===== src/rtl/corr_chunk_sched_pkg.sv =====
// Shared encodings for the chunked correlation scheduler: FSM states,
// field positions in the 64-bit stage sum word, and the default stage latency.
package corr_chunk_sched_pkg;

    typedef enum logic [1:0] {
        ST_IDLE  = 2'd0,
        ST_ISSUE = 2'd1,
        ST_DRAIN = 2'd2,
        ST_DONE  = 2'd3
    } state_t;

    localparam int SUM_I_MSB = 63;
    localparam int SUM_I_LSB = 32;
    localparam int SUM_Q_MSB = 31;
    localparam int SUM_Q_LSB = 0;

    // rd_en to stage output strobe: one buffer read cycle plus five stage cycles
    localparam int MULT_LAT_DEF = 6;

endpackage


===== src/rtl/corr_chunk_sched_if.sv =====
// Bundle between the scheduler, its requester, the sample/coeff buffer,
// the stage_mult lanes and the result consumer.
interface corr_chunk_sched_if #(
    parameter int ADDR_W = 8,
    parameter int ACC_W  = 36
);
    logic              start;
    logic [ADDR_W-1:0] base_addr;
    logic              busy;
    logic              start_drop;
    logic              rd_en;
    logic [ADDR_W-1:0] rd_addr;
    logic              mult_strobe;
    logic [63:0]       mult_sum;
    logic              mult_sum_strobe;
    logic [ACC_W-1:0]  corr_i;
    logic [ACC_W-1:0]  corr_q;
    logic              corr_strobe;
    logic              timeout_err;

    modport master (
        input  start, base_addr, mult_sum, mult_sum_strobe,
        output busy, start_drop, rd_en, rd_addr, mult_strobe,
               corr_i, corr_q, corr_strobe, timeout_err
    );

    modport slave (
        output start, base_addr, mult_sum, mult_sum_strobe,
        input  busy, start_drop, rd_en, rd_addr, mult_strobe,
               corr_i, corr_q, corr_strobe, timeout_err
    );

endinterface


===== src/rtl/corr_chunk_sched_acc.sv =====
// Signed dual I/Q accumulator: sign-extends the two 32-bit halves of a
// stage sum word and adds them into ACC_W-bit running totals.
module corr_acc
    import corr_chunk_sched_pkg::*;
#(
    parameter int ACC_W = 36
) (
    input  logic                    i_clk,
    input  logic                    i_rst_n,
    input  logic                    i_en,
    input  logic                    i_clr,
    input  logic                    i_add,
    input  logic [63:0]             i_sum,
    output logic signed [ACC_W-1:0] o_acc_i,
    output logic signed [ACC_W-1:0] o_acc_q
);

    logic signed [ACC_W-1:0] r_acc_i;
    logic signed [ACC_W-1:0] r_acc_q;
    logic signed [ACC_W-1:0] w_ext_i;
    logic signed [ACC_W-1:0] w_ext_q;

    assign w_ext_i = ACC_W'($signed(i_sum[SUM_I_MSB:SUM_I_LSB]));
    assign w_ext_q = ACC_W'($signed(i_sum[SUM_Q_MSB:SUM_Q_LSB]));

    always_ff @(posedge i_clk or negedge i_rst_n) begin
        if (!i_rst_n) begin
            r_acc_i <= '0;
            r_acc_q <= '0;
        end else if (i_en) begin
            if (i_clr) begin
                r_acc_i <= '0;
                r_acc_q <= '0;
            end else if (i_add) begin
                r_acc_i <= r_acc_i + w_ext_i;
                r_acc_q <= r_acc_q + w_ext_q;
            end
        end
    end

    assign o_acc_i = r_acc_i;
    assign o_acc_q = r_acc_q;

endmodule


===== src/rtl/corr_chunk_sched.sv =====
// Runs one NUM_CHUNKS x 8-tap complex correlation as back-to-back chunk reads
// through stage_mult, accumulating the per-chunk sums into one I/Q result.
module corr_chunk_sched
    import corr_chunk_sched_pkg::*;
#(
    parameter int NUM_CHUNKS    = 8,
    parameter int ADDR_W        = 8,
    parameter int ACC_W         = 36,
    parameter int MULT_LAT      = MULT_LAT_DEF,
    parameter int TIMEOUT_SLACK = 4
) (
    input logic                i_clk,
    input logic                i_rst_n,
    input logic                i_enable,
    corr_chunk_sched_if.master io_bus
);

    localparam int LIMIT = NUM_CHUNKS + MULT_LAT + TIMEOUT_SLACK;
    localparam int IC_W  = $clog2(NUM_CHUNKS);
    localparam int RC_W  = $clog2(NUM_CHUNKS + 1);
    localparam int TO_W  = $clog2(LIMIT + 1);

    localparam logic [IC_W-1:0] LAST_ISSUE = IC_W'(NUM_CHUNKS - 1);
    localparam logic [RC_W-1:0] RC_FULL    = RC_W'(NUM_CHUNKS);
    localparam logic [RC_W-1:0] RC_LAST    = RC_W'(NUM_CHUNKS - 1);
    localparam logic [TO_W-1:0] TO_HIT     = TO_W'(LIMIT - 1);

    state_t                  r_state;
    state_t                  w_state_nxt;
    logic [ADDR_W-1:0]       r_addr;
    logic [IC_W-1:0]         r_issue_cnt;
    logic [RC_W-1:0]         r_rcv_cnt;
    logic [TO_W-1:0]         r_to_cnt;
    logic                    r_mult_strobe;
    logic                    r_corr_strobe;
    logic                    r_timeout;
    logic                    r_start_drop;
    logic [ACC_W-1:0]        r_corr_i;
    logic [ACC_W-1:0]        r_corr_q;

    logic                    w_busy;
    logic                    w_rd_en;
    logic                    w_accept;
    logic                    w_take;
    logic                    w_full;
    logic                    w_last_issue;
    logic                    w_to_hit;
    logic                    w_timeout;
    logic signed [ACC_W-1:0] w_acc_i;
    logic signed [ACC_W-1:0] w_acc_q;

    assign w_busy       = (r_state != ST_IDLE);
    assign w_rd_en      = (r_state == ST_ISSUE);
    assign w_accept     = (r_state == ST_IDLE) && io_bus.start;
    assign w_take       = ((r_state == ST_ISSUE) || (r_state == ST_DRAIN)) &&
                          io_bus.mult_sum_strobe && (r_rcv_cnt != RC_FULL);
    assign w_full       = (r_rcv_cnt == RC_FULL) || (w_take && (r_rcv_cnt == RC_LAST));
    assign w_last_issue = (r_issue_cnt == LAST_ISSUE);
    assign w_to_hit     = (r_to_cnt == TO_HIT);

    // Completion may arrive mid-ISSUE with a short stage; issues still finish first.
    always_comb begin
        w_state_nxt = r_state;
        w_timeout   = 1'b0;
        case (r_state)
            ST_IDLE: begin
                if (io_bus.start) w_state_nxt = ST_ISSUE;
            end
            ST_ISSUE: begin
                if (w_last_issue && w_full) begin
                    w_state_nxt = ST_DONE;
                end else if (w_to_hit) begin
                    w_state_nxt = ST_IDLE;
                    w_timeout   = 1'b1;
                end else if (w_last_issue) begin
                    w_state_nxt = ST_DRAIN;
                end
            end
            ST_DRAIN: begin
                if (w_full) begin
                    w_state_nxt = ST_DONE;
                end else if (w_to_hit) begin
                    w_state_nxt = ST_IDLE;
                    w_timeout   = 1'b1;
                end
            end
            ST_DONE: w_state_nxt = ST_IDLE;
            default: w_state_nxt = ST_IDLE;
        endcase
    end

    always_ff @(posedge i_clk or negedge i_rst_n) begin
        if (!i_rst_n) begin
            r_state       <= ST_IDLE;
            r_addr        <= '0;
            r_issue_cnt   <= '0;
            r_rcv_cnt     <= '0;
            r_to_cnt      <= '0;
            r_mult_strobe <= 1'b0;
            r_corr_strobe <= 1'b0;
            r_timeout     <= 1'b0;
            r_start_drop  <= 1'b0;
            r_corr_i      <= '0;
            r_corr_q      <= '0;
        end else if (i_enable) begin
            r_state       <= w_state_nxt;
            r_mult_strobe <= w_rd_en;
            r_corr_strobe <= (r_state == ST_DONE);
            r_timeout     <= w_timeout;
            r_start_drop  <= w_busy && io_bus.start;
            // Timeout count includes the start cycle itself.
            if (w_accept) begin
                r_addr      <= io_bus.base_addr;
                r_issue_cnt <= '0;
                r_rcv_cnt   <= '0;
                r_to_cnt    <= TO_W'(1);
            end else begin
                if (w_rd_en) begin
                    r_addr      <= r_addr + 1'b1;
                    r_issue_cnt <= r_issue_cnt + 1'b1;
                end
                if (w_take) r_rcv_cnt <= r_rcv_cnt + 1'b1;
                if (w_busy) r_to_cnt <= r_to_cnt + 1'b1;
            end
            if (r_state == ST_DONE) begin
                r_corr_i <= w_acc_i;
                r_corr_q <= w_acc_q;
            end
        end
    end

    corr_acc #(.ACC_W(ACC_W)) u_acc (
        .i_clk   (i_clk),
        .i_rst_n (i_rst_n),
        .i_en    (i_enable),
        .i_clr   (w_accept),
        .i_add   (w_take),
        .i_sum   (io_bus.mult_sum),
        .o_acc_i (w_acc_i),
        .o_acc_q (w_acc_q)
    );

    assign io_bus.busy        = w_busy;
    assign io_bus.start_drop  = r_start_drop;
    assign io_bus.rd_en       = w_rd_en;
    assign io_bus.rd_addr     = r_addr;
    assign io_bus.mult_strobe = r_mult_strobe;
    assign io_bus.corr_i      = r_corr_i;
    assign io_bus.corr_q      = r_corr_q;
    assign io_bus.corr_strobe = r_corr_strobe;
    assign io_bus.timeout_err = r_timeout;

endmodule


===== src/flat_wrapper.sv =====
// flat-port wrapper written by rule: the top's interface ports become plain ports
module corr_chunk_sched_flat import corr_chunk_sched_pkg::*;
#(
    parameter int NUM_CHUNKS    = 8,
    parameter int ADDR_W        = 8,
    parameter int ACC_W         = 36,
    parameter int MULT_LAT      = MULT_LAT_DEF,
    parameter int TIMEOUT_SLACK = 4
)
  (i_clk, i_rst_n, i_enable, io_bus_start, io_bus_base_addr, io_bus_mult_sum, io_bus_mult_sum_strobe, io_bus_busy, io_bus_start_drop, io_bus_rd_en, io_bus_rd_addr, io_bus_mult_strobe, io_bus_corr_i, io_bus_corr_q, io_bus_corr_strobe, io_bus_timeout_err);
  corr_chunk_sched_if #(.ADDR_W(ADDR_W), .ACC_W(ACC_W)) io_bus_i ();
  input logic i_clk;
  input logic i_rst_n;
  input logic i_enable;
  input wire logic [$bits(io_bus_i.start)-1:0] io_bus_start;
  input wire logic [$bits(io_bus_i.base_addr)-1:0] io_bus_base_addr;
  input wire logic [$bits(io_bus_i.mult_sum)-1:0] io_bus_mult_sum;
  input wire logic [$bits(io_bus_i.mult_sum_strobe)-1:0] io_bus_mult_sum_strobe;
  output wire logic [$bits(io_bus_i.busy)-1:0] io_bus_busy;
  output wire logic [$bits(io_bus_i.start_drop)-1:0] io_bus_start_drop;
  output wire logic [$bits(io_bus_i.rd_en)-1:0] io_bus_rd_en;
  output wire logic [$bits(io_bus_i.rd_addr)-1:0] io_bus_rd_addr;
  output wire logic [$bits(io_bus_i.mult_strobe)-1:0] io_bus_mult_strobe;
  output wire logic [$bits(io_bus_i.corr_i)-1:0] io_bus_corr_i;
  output wire logic [$bits(io_bus_i.corr_q)-1:0] io_bus_corr_q;
  output wire logic [$bits(io_bus_i.corr_strobe)-1:0] io_bus_corr_strobe;
  output wire logic [$bits(io_bus_i.timeout_err)-1:0] io_bus_timeout_err;
  assign io_bus_i.start = io_bus_start;
  assign io_bus_i.base_addr = io_bus_base_addr;
  assign io_bus_i.mult_sum = io_bus_mult_sum;
  assign io_bus_i.mult_sum_strobe = io_bus_mult_sum_strobe;
  assign io_bus_busy = io_bus_i.busy;
  assign io_bus_start_drop = io_bus_i.start_drop;
  assign io_bus_rd_en = io_bus_i.rd_en;
  assign io_bus_rd_addr = io_bus_i.rd_addr;
  assign io_bus_mult_strobe = io_bus_i.mult_strobe;
  assign io_bus_corr_i = io_bus_i.corr_i;
  assign io_bus_corr_q = io_bus_i.corr_q;
  assign io_bus_corr_strobe = io_bus_i.corr_strobe;
  assign io_bus_timeout_err = io_bus_i.timeout_err;
  corr_chunk_sched #(.NUM_CHUNKS(NUM_CHUNKS), .ADDR_W(ADDR_W), .ACC_W(ACC_W), .MULT_LAT(MULT_LAT), .TIMEOUT_SLACK(TIMEOUT_SLACK)) u_core (.i_clk(i_clk), .i_rst_n(i_rst_n), .i_enable(i_enable), .io_bus(io_bus_i));
endmodule

===== config.mk =====
export PLATFORM = sky130hd
export DESIGN_NAME = corr_chunk_sched_flat
export DESIGN_NICKNAME = d
export VERILOG_FILES = /design/src/rtl/corr_chunk_sched_pkg.sv /design/src/rtl/corr_chunk_sched_if.sv /design/src/rtl/corr_chunk_sched_acc.sv /design/src/rtl/corr_chunk_sched.sv /design/src/flat_wrapper.sv
export SDC_FILE = /design/constraint.sdc
export NUM_CORES = 1
export LEC_CHECK = 0
export ABC_AREA = 1
export CORE_MARGIN = 3
export CORE_UTILIZATION = 30
export CTS_CLUSTER_DIAMETER = 100
export DETAILED_ROUTE_END_ITERATION = 10
export DONT_BUFFER_PORTS = 1
export HOLD_SLACK_MARGIN = 0.1
export PLACE_DENSITY_LB_ADDON = 0.25
export SLEW_MARGIN = 20
export SYNTH_ARGS = -nofsm -noshare
export SYNTH_HDL_FRONTEND = slang
export SYNTH_HIERARCHICAL = 1
export SYNTH_SLANG_ARGS = --single-unit

===== constraint.sdc =====
create_clock -name i_clk -period 3 [get_ports i_clk]
set_input_delay 0.9 -clock i_clk [delete_from_list [all_inputs] [get_ports i_clk]]
set_output_delay 0.9 -clock i_clk [all_outputs]
set_load 0.02 [all_outputs]

After elaboration in Yosys (flattened, before gate mapping):

Index checks and enable logic that the tools add are counted.

* add/subtract/negate cells: 6
* equality and inequality tests: 11
* multiplexer cells: 23
* reductions and logical operators: 18

Operator list (number)
* two-way mux 36 bit: 4
* adder 36 x 32 -> 36 bit: 2
* two-way mux 8 bit: 2
* two-way mux 2 bit: 6
* two-way mux 5 bit: 2
* adder 8 x 1 -> 8 bit (second input constant): 1
* two-way mux 4 bit: 2
* one-hot mux 2 bit (4 select lines): 1
* AND reduction 2 bit: 4
* nonzero test 2 bit: 4
* logical AND 1 bit: 6
* two-way mux 3 bit: 2
* adder 5 x 1 -> 5 bit (second input constant): 1
* == test 5 bit (second input constant): 1
* adder 4 x 1 -> 4 bit (second input constant): 1
* == test 2 bit (second input constant): 2
* == test 4 x 3 -> 1 bit (second input constant): 1
* == test 4 bit (second input constant): 1
* != test 4 x 1 -> 1 bit (second input constant): 1
* != test 4 bit (second input constant): 1
* AND reduction 4 bit: 1
* adder 3 x 1 -> 3 bit (second input constant): 1
* == test 3 bit (second input constant): 1
* two-way mux 1 bit: 3
* other kinds (6): 7

* flip-flop bits (word level): 170
* input port bits: 77
* logic and storage cells: 71

Logic depth before layout (Yosys ltp):

Gate-level depths: netlist of run 1.

* word-level depth: 9
* depth in mapped cells: 14
* depth with buffers taken out: 14

Cells and area by module:

The synthesis of run 1 kept the hierarchy.

Modules (own cells, without submodules)
* corr_acc: instances 1, cells each 1259, area an instance 7602.3 um2, sequential area each 1801.7 um2
* corr_chunk_sched: instances 1, cells each 356, area an instance 4289.1 um2, sequential area each 2452.4 um2

Worst setup path before layout of run 1:

OpenSTA, ideal clock, no wires.

* path type: input to register
* start point: input io_bus_mult_sum[0]
* end point: register u_core.u_acc.r_acc_q[32] (netlist: u_core/u_acc/o_acc_q[32])
* library setup time: 117 ps
* arrival: 2264 ps
* data required time: 2883 ps
* slack: 618 ps
* stages: 12
* buffers on the path: 0
* cell sequence: ha_1 -> fa_1 -> nand3_1 -> nand3_2 -> nand2_1 -> nand2_2 -> nand3_1 -> nand2_1 -> nand2_1 -> nand3_1 -> nand3_1 -> nand2_1

* cells in the longest elaborated chain, start to end: 3

Ends and longest elaborated chain
* start: declaration: line flat_wrapper.sv:17 `input wire logic [$bits(io_bus_i.mult_sum)-1:0] io_bus_mult_sum;`
* adder 36 x 32 -> 36 bit: line corr_chunk_sched_acc.sv:36 `r_acc_q <= r_acc_q + w_ext_q;`
* two-way mux 36 bit: line corr_chunk_sched_acc.sv:34 `end else if (i_add) begin`
* two-way mux 36 bit: line corr_chunk_sched_acc.sv:31 `if (i_clr) begin`
* end signal: assignment: line corr_chunk_sched_acc.sv:36
* end: declaration: line corr_chunk_sched_acc.sv:19 `logic signed [ACC_W-1:0] r_acc_q;`

Every way passes these cells. The select of a mux whose other input is x is not followed.
A chain may end at the register's enable or synchronous reset.

Final worst setup path of run 1:

* start point: register u_core.r_state[0]
* end point: register u_core.u_acc.r_acc_q[3] (netlist: u_core/u_acc/o_acc_q[3])

* cells in the longest elaborated chain, start to end: 6
* elaborated cells between the ends (all ways): 10
* classes of those cells: 2 x eq/ne; 1 x mux; 7 x reduce/logical

Ends and longest elaborated chain
* start: declaration: line corr_chunk_sched.sv:28 `state_t r_state;`
* start signal: assignment: line corr_chunk_sched.sv:106 `r_state <= w_state_nxt;`
* == test 2 x 1 -> 1 bit / == test 2 bit (equally long branches): line corr_chunk_sched.sv:55 `assign w_take = ((r_state == ST_ISSUE) || (r_state == ST_DRAIN)) &&`
* logical OR 1 bit *: line corr_chunk_sched.sv:55
* logical AND 1 bit *: line corr_chunk_sched.sv:55
* logical AND 1 bit *: line corr_chunk_sched.sv:56 `io_bus.mult_sum_strobe && (r_rcv_cnt != RC_FULL);`
* via u_core.w_take: line corr_chunk_sched.sv:44 `logic w_take;`
* nonzero test 2 bit (no source line) *
* AND reduction 2 bit (no source line) *

The timed path passes the listed nets; every way through them passes the cells marked *.

==> flow_summary.yaml, run 1 <==
worst_setup_path:
  cp-start-kind: "flip-flop"
  r2r_cells: 11
  crit_start: "u_core/r_state[0]$_DFFE_PN0P_"
  cp_max_fo: 22
  r2r-start: "u_core/r_state[0]$_DFFE_PN0P_"
  critical_path_class: "flip-flop to flip-flop"
  worstSetupEndpointType: "flip-flop"
  arrival_ps: 2810
  critPathRequiredTime_ps: 3370
final_layout:
  multiInputGateArea_um2: 6680
  nFillCells: 4184
  regArea_um2: 4250
  antenna_cells: 0
  area_delta_synth_final_pct: 9.87
  post-route-util_pct: 33.6
  drive_above_1_share_pct: 9.52
  final_nets: 1779
placement:
  dp_hpwl_mm: 26.7
  place_congestion: 0.900
  io_buffers: 0
yosys:
  ys.flop_type: "dfrtp_1"
  ys_ff_latch: 170
  syn_avg_cell_area_um2: 7.36
  ys_top_cells_by_area: "dfrtp_1, nand2_1, ha_1, inv_1, mux2_2"
  synth-seq-area-share_pct: 35.8
  yosysWarnings: 6
  synth_cell_types: 45
  synth_top_cell_by_area: "dfrtp_1"
  syn_nets: 1776
  synth_area_um2: 11900
  synth_enable_flop_cells: 0
  async_reset_ff_share_pct: 100
  synth_top_area_share_pct: 35.8
  synth_cells: 1615
route:
  ant_nets: 0
  initialDrtViolationCount: 701
  drtPass1Iterations: 5
  via_per_inst: 4.82
  num_vias: 10300
  route.detailed.drc: 0
  routedWlPerCell_um: 16.3
  routed_wl_mm: 34.9
sta:
  finalMaxSlewViolations: 0
  fin_crit_ps: 2440
  fin_skew_ps: 16.4
  setup_viol: 0
  hold_violations: 0
  tns_ps: 0
  rsz0062_at_grt: "false"
  relSlewSlack_pct: 60.6
  holdWs_ps: 143
  final.period_utilization_pct: 81.3
  worst_pin_slew_ps: 590
  fmax_mhz: 410
power:
  seqPwrFrac_pct: 34.8
  power.total_mw: 13.4
  ir_worst_vdd_uv: 427
  p_sw_share_pct: 48.3
  powerDensity_nw_per_um2: 1030
  p_sw_mw: 6.49
  intPower_mw: 6.94
  p_leak_nw: 7.01
  combPwrFrac_pct: 47.5
  clkPwrFrac_pct: 17.8
clock_tree:
  clkSlewWorstSetupHoldPaths_ps: 70
  cts_buffers: 17
  cts-root-buf: "clkbuf_16"
  cts_tree: "yes"
  cts_repair_resize_count: 0
  cts_setup_buffers: 0
  cts.htree.levels: 4
  cts_buffer_depth: 2
  cts.sinks: 170
  postCtsHoldBufs: 0
  clk_latency_ps: 460
global_route:
  grt_pass1_vias: 10400
  grt_first_pass_wirelength_mm: 56.3
  gr-total-overflow: 0
  grt_max_degree: 171
  antenna_found_initial: 0
  grtUsageTotal_pct: 16.9
hold_path:
  hp-class: "input port to asynchronous set/reset pin"
die:
  die-area_um2: 42100
  initial_core_util_pct: 30.6
  pin_count: 163
  coreArea_um2: 38900
  die_w_um: 205
  fp.dieH_um: 205
  rows: 72
job:
  cap_viol_max_count: 0
outcome:
  outcome: "complete, no violations"
worst paths after layout:
| path | endpoint | slack [ps] |
|---|---|---|
| hold reg to reg | u_core/r_issue_cnt[1]$_DFFE_PN0P_ | 480 |
| max in group asynchronous | u_core/u_acc/o_acc_q[21]$_DFFE_PN0P_ | 2560 |
| min in group i_clk | u_core/r_issue_cnt[1]$_DFFE_PN0P_ | 480 |
| setup / recovery | u_core/u_acc/o_acc_q[3]$_DFFE_PN0P_ | 560 |
| hold / removal | u_core/io_bus.corr_i[12]$_DFFE_PN0P_ | 140 |
| setup reg to reg | u_core/u_acc/o_acc_q[3]$_DFFE_PN0P_ | 560 |
cells in the final DEF, fill, tap and decap left out, types with 5 or more instances in the layout:
cell type,netlist,final
mux2_2,65,65
nor3_1,19,19
nand3_1,97,97
inv_1,204,204
dfrtp_1,170,170
mux2_1,7,7
xnor2_1,9,9
xor2_1,7,7
nand2_2,19,19
nand4_1,5,5
a21oi_1,91,91
buf_4,0,5
nand3b_1,6,6
nand3_2,9,9
nand2_1,533,533
o31ai_1,8,8
nor2_1,128,128
clkbuf_16,0,17
o21ai_0,71,71
ha_1,82,82
o21bai_1,10,10
state kept, by name (all words and copies together) (netlist names):
| name | flops |
|---|---|
| u_core/io_bus.corr_i | 36 |
| u_core/io_bus.corr_q | 36 |
| u_core/u_acc/o_acc_i | 36 |
| u_core/u_acc/o_acc_q | 36 |
| u_core/io_bus.rd_addr | 8 |
| u_core/r_to_cnt | 5 |
| u_core/r_rcv_cnt | 4 |
| u_core/r_issue_cnt | 3 |
| u_core/r_state | 2 |
| u_core/io_bus.corr_strobe | 1 |
| u_core/io_bus.mult_strobe | 1 |
| u_core/io_bus.start_drop | 1 |
| u_core/io_bus.timeout_err | 1 |
metrics by stage:
| stage | instances | cell area (µm²) | setup WS [ps] |
|---|---|---|---|
| after floorplan | 1615 | 11900 | 618 |
| after global placement | 2117 | 12500 | 401 |
| after detailed placement | 2117 | 12500 | 335 |
| after CTS | 2147 | 13100 | 516 |
| after global routing | 2147 | 13100 | 295 |
| final | 2147 | 13100 | 560 |
layout make-up:
cell class	instances	area share [%]
timing repair buffer	8	0.747
clock inverter	9	1.08
tap	518	4.96
sequential	170	32.6
inverter	209	6.00
multi-input combinational	1212	51.1
clock buffer	21	3.52
power by group through the flow:
stage | clock network, mW | registers (mW) | logic (mW)
global placement | 0 | 4.73 | 6.28
detailed placement | 0 | 4.74 | 6.36
global route | 2.55 | 4.84 | 7.34
floorplan | 0 | 4.35 | 4.96
finish | 2.39 | 4.67 | 6.37
CTS | 2.48 | 4.71 | 6.39
synth_stat cells, types with 4 or more instances:
cell type,instances
a21oi_1,91
a22o_1,4
buf_2,7
buf_6,10
clkbuf_1,7
dfrtp_1,170
ha_1,82
inv_1,204
inv_2,4
mux2_1,7
mux2_2,65
nand2_1,533
nand2_2,19
nand2_4,4
nand3_1,97
nand3_2,9
nand3b_1,6
nand4_1,5
nor2_1,128
nor2_2,4
nor3_1,19
nor3_2,4
o21ai_0,71
o21ai_1,4
o21bai_1,10
o31ai_1,8
xnor2_1,9
xor2_1,7
layer usage:
metal,track usage (%),part of all wire [%]
met2,26.7,45
met3,3.64,4.8
met4,3.95,1.2
met1,23.8,49
met5,0,0
cell families (layout without fill, tap and decap cells):
family | Yosys count | in the layout | synth area share, %
simple gates | 834 | 834 | 29.5
buf+inv | 233 | 247 | 8.06
compound gates | 206 | 206 | 9.66
flops | 170 | 170 | 35.8
fa+ha+maj | 84 | 84 | 8.96
mux | 72 | 72 | 6.82
xor+xnor | 16 | 16 | 1.18
critical path: stages (launching register included):
cell,delay [ps]
dfrtp_1,400
inv_1,100
ha_1,310
nand2_1,80
a31oi_1,290
o21ai_4,100
inv_2,70
nand2_4,50
inv_2,430
buf_12,250
o21ai_0,100
o21ai_0,160
No activity file was read; power rests on OpenSTA's default activity.
==> run 2: changes to the inputs <==
clock period = 2.45 ns   (was 3 ns; I/O delays follow)
==> run 2 against run 1 <==
Effect of this change: the run now ends with hold timing left; register-to-register slack worse by 320 ps; via count fell by 0.55%; clock-buffer cell count fell by 3; first-iteration DRC count fell by 5.7%; largest cell class unchanged; highest routed layer unchanged; hold slack worse by 170 ps; sequential power increased by 22%; critical endpoint is now u_core/u_acc/o_acc_i[23]$_DFFE_PN0P_; cell count is 0.42% higher; largest power group unchanged; setup slack worse by 320 ps; critical path type unchanged; critical path depth did not move; power up 21%.
==> flow_summary.yaml, run 2 (same netlist as run 1, synthesis figures left out) <==
outcome:
  outcome: "finished with violations"
  violations: "hold timing"
clock_tree:
  clk_latency_ps: 460
  cts.htree.levels: 4
  cts_setup_buffers: 0
  cts_tree: "yes"
  cts_repair_resize_count: 0
  clkSlewWorstSetupHoldPaths_ps: 80
  cts_buffer_depth: 2
  cts-root-buf: "clkbuf_16"
  cts.sinks: 170
  cts_buffers: 17
final_layout:
  final_common_cell: "nand2_1"
  drive_above_1_share_pct: 10.1
  antenna_cells: 0
  area_delta_synth_final_pct: 9.92
  final_nets: 1787
  post-route-util_pct: 33.6
  layout_common_cells: "nand2_1, inv_1, dfrtp_1"
  nFillCells: 4173
sta:
  final.period_utilization_pct: 90.2
  fin_skew_ps: 13.8
  holdWs_ps: -23.2
  fin_crit_ps: 2210
  worst_pin_slew_ps: 469
  hold_violations: 36
  rsz0062_at_grt: "false"
  tns_ps: 0
  relSlewSlack_pct: 68.7
  finalMaxSlewViolations: 0
  fmax_mhz: 453
  setup_ws_ps: 240
  setup_viol: 0
worst_setup_path:
  regToRegSetupSlack_ps: 240
  path_cells: "inv_1 -> ha_1 -> nand2_4 -> clkinv_1 -> o21ai_4 -> inv_2 -> nand2_4 -> inv_2 -> buf_12 -> nand3_1 -> nand2_1"
  r2r_cells: 11
  crit_slowest_cell: "dfrtp_1"
  cp_max_fo: 22
  worstSetupEndpointType: "flip-flop"
  endpoint: "u_core/u_acc/o_acc_i[23]$_DFFE_PN0P_"
  critPathRequiredTime_ps: 2790
  critical_path_class: "flip-flop to flip-flop"
  cp-start-kind: "flip-flop"
  slowest_delay_ps: 400
  crit_start: "u_core/r_state[0]$_DFFE_PN0P_"
  crit_cells: 11
  r2r-start: "u_core/r_state[0]$_DFFE_PN0P_"
  critPathTopFamily: "buffers and inverters"
  r2r_end: "u_core/u_acc/o_acc_i[23]$_DFFE_PN0P_"
  critPathBufInv: 5
  arrival_ps: 2550
die:
  rows: 72
  fp.dieH_um: 205
  coreArea_um2: 38900
  pin_count: 163
  die-area_um2: 42100
  initial_core_util_pct: 30.6
  die_w_um: 205
placement:
  dp_worst_setup_slack_ps: 26.9
  io_buffers: 0
  dp_hpwl_mm: 26.6
  place_congestion: 0.890
power:
  intPower_mw: 8.24
  clkPwrFrac_pct: 16.2
  ir_worst_vdd_uv: 452
  p_leak_nw: 7.02
  powerDensity_nw_per_um2: 1240
  seqPwrFrac_pct: 35.2
  combPwrFrac_pct: 48.6
  p_sw_share_pct: 49.2
  p_sw_mw: 7.99
route:
  via_per_inst: 4.77
  ant_nets: 0
  drtPass1Iterations: 6
  routedWlPerCell_um: 16.1
  initialDrtViolationCount: 661
  route.detailed.drc: 0
  routed_wl_mm: 34.7
  num_vias: 10300
global_route:
  grtUsageTotal_pct: 16.7
  antenna_found_initial: 0
  grt_pass1_vias: 10200
  gr-total-overflow: 0
  grt_first_pass_wirelength_mm: 55.2
  grt_max_degree: 171
job:
  cap_viol_max_count: 0
hold_path:
  hp-class: "input port to asynchronous set/reset pin"
## run 2: cell count changes in the layout (fill, tap and decap cells not counted), sizes merged
cell / previous run / this run
clkinvlp: 1 / 5
clkbuf: 21 / 18
inv: 209 / 212
bufinv: 3 / 0
buf: 8 / 16
## run 2: worst reg2reg max path: stages (launching register included)
cell and delay (ps):
dfrtp_1 400, inv_1 100, ha_1 250, nand2_4 80, clkinv_1 240, o21ai_4 280
inv_2 60, nand2_4 150, inv_2 140, buf_12 180, nand3_1 140, nand2_1 70
## run 2: metal layers
layer | track usage, % | share of wire, % | up-vias
met5 | 0 | 0 | -
met4 | 4.91 | 1.6 | 0
met3 | 3.53 | 5.1 | 29
met2 | 26.1 | 44 | 206
met1 | 23.1 | 49 | 4832
li1 | - | - | 5219
## run 2: power groups by stage
stage          logic [mW]  clock network (mW)  registers (mW)
3_5_place_dp         7.87                   0            5.80
4_1_cts              7.93                2.73            5.75
5_1_grt              9.05                2.83            5.90
3_3_place_gp         7.78                   0            5.78
6_report             7.89                2.62            5.71
2_1_floorplan        6.08                   0            5.33
## run 2: area by class of cell
| class | count | area [µm²] | area share (%) |
|---|---|---|---|
| multi-input cells | 1212 | 6680 | 51.1 |
| flip-flops and latches | 170 | 4250 | 32.5 |
| inverters | 209 | 785 | 6.00 |
| well taps | 518 | 648 | 4.96 |
| clock buffers | 18 | 439 | 3.36 |
| repair buffers | 16 | 170 | 1.30 |
| clock inverters | 13 | 96.3 | 0.737 |
## run 2: per-stage QoR
step                      cells  power, mW  instance area (µm²)
after floorplan            1615       11.4                11900
after global placement     2125       13.6                12500
after detailed placement   2125       13.7                12500
after CTS                  2156       16.4                13100
after global routing       2156       17.8                13100
final                      2156       16.2                13100
## run 2: how the worst min path moves through the flow
stage                                                 to     from  slack (ps)
detailed placement  u_core/io_bus.corr_i[12]$_DFFE_PN0P_  i_rst_n         450
finish              u_core/u_acc/o_acc_i[13]$_DFFE_PN0P_  i_rst_n         -20
floorplan            u_core/io_bus.corr_i[0]$_DFFE_PN0P_  i_rst_n         440
CTS                 u_core/io_bus.corr_i[12]$_DFFE_PN0P_  i_rst_n         -60
global placement    u_core/io_bus.corr_i[12]$_DFFE_PN0P_  i_rst_n         450
global route        u_core/u_acc/o_acc_i[13]$_DFFE_PN0P_  i_rst_n         -50
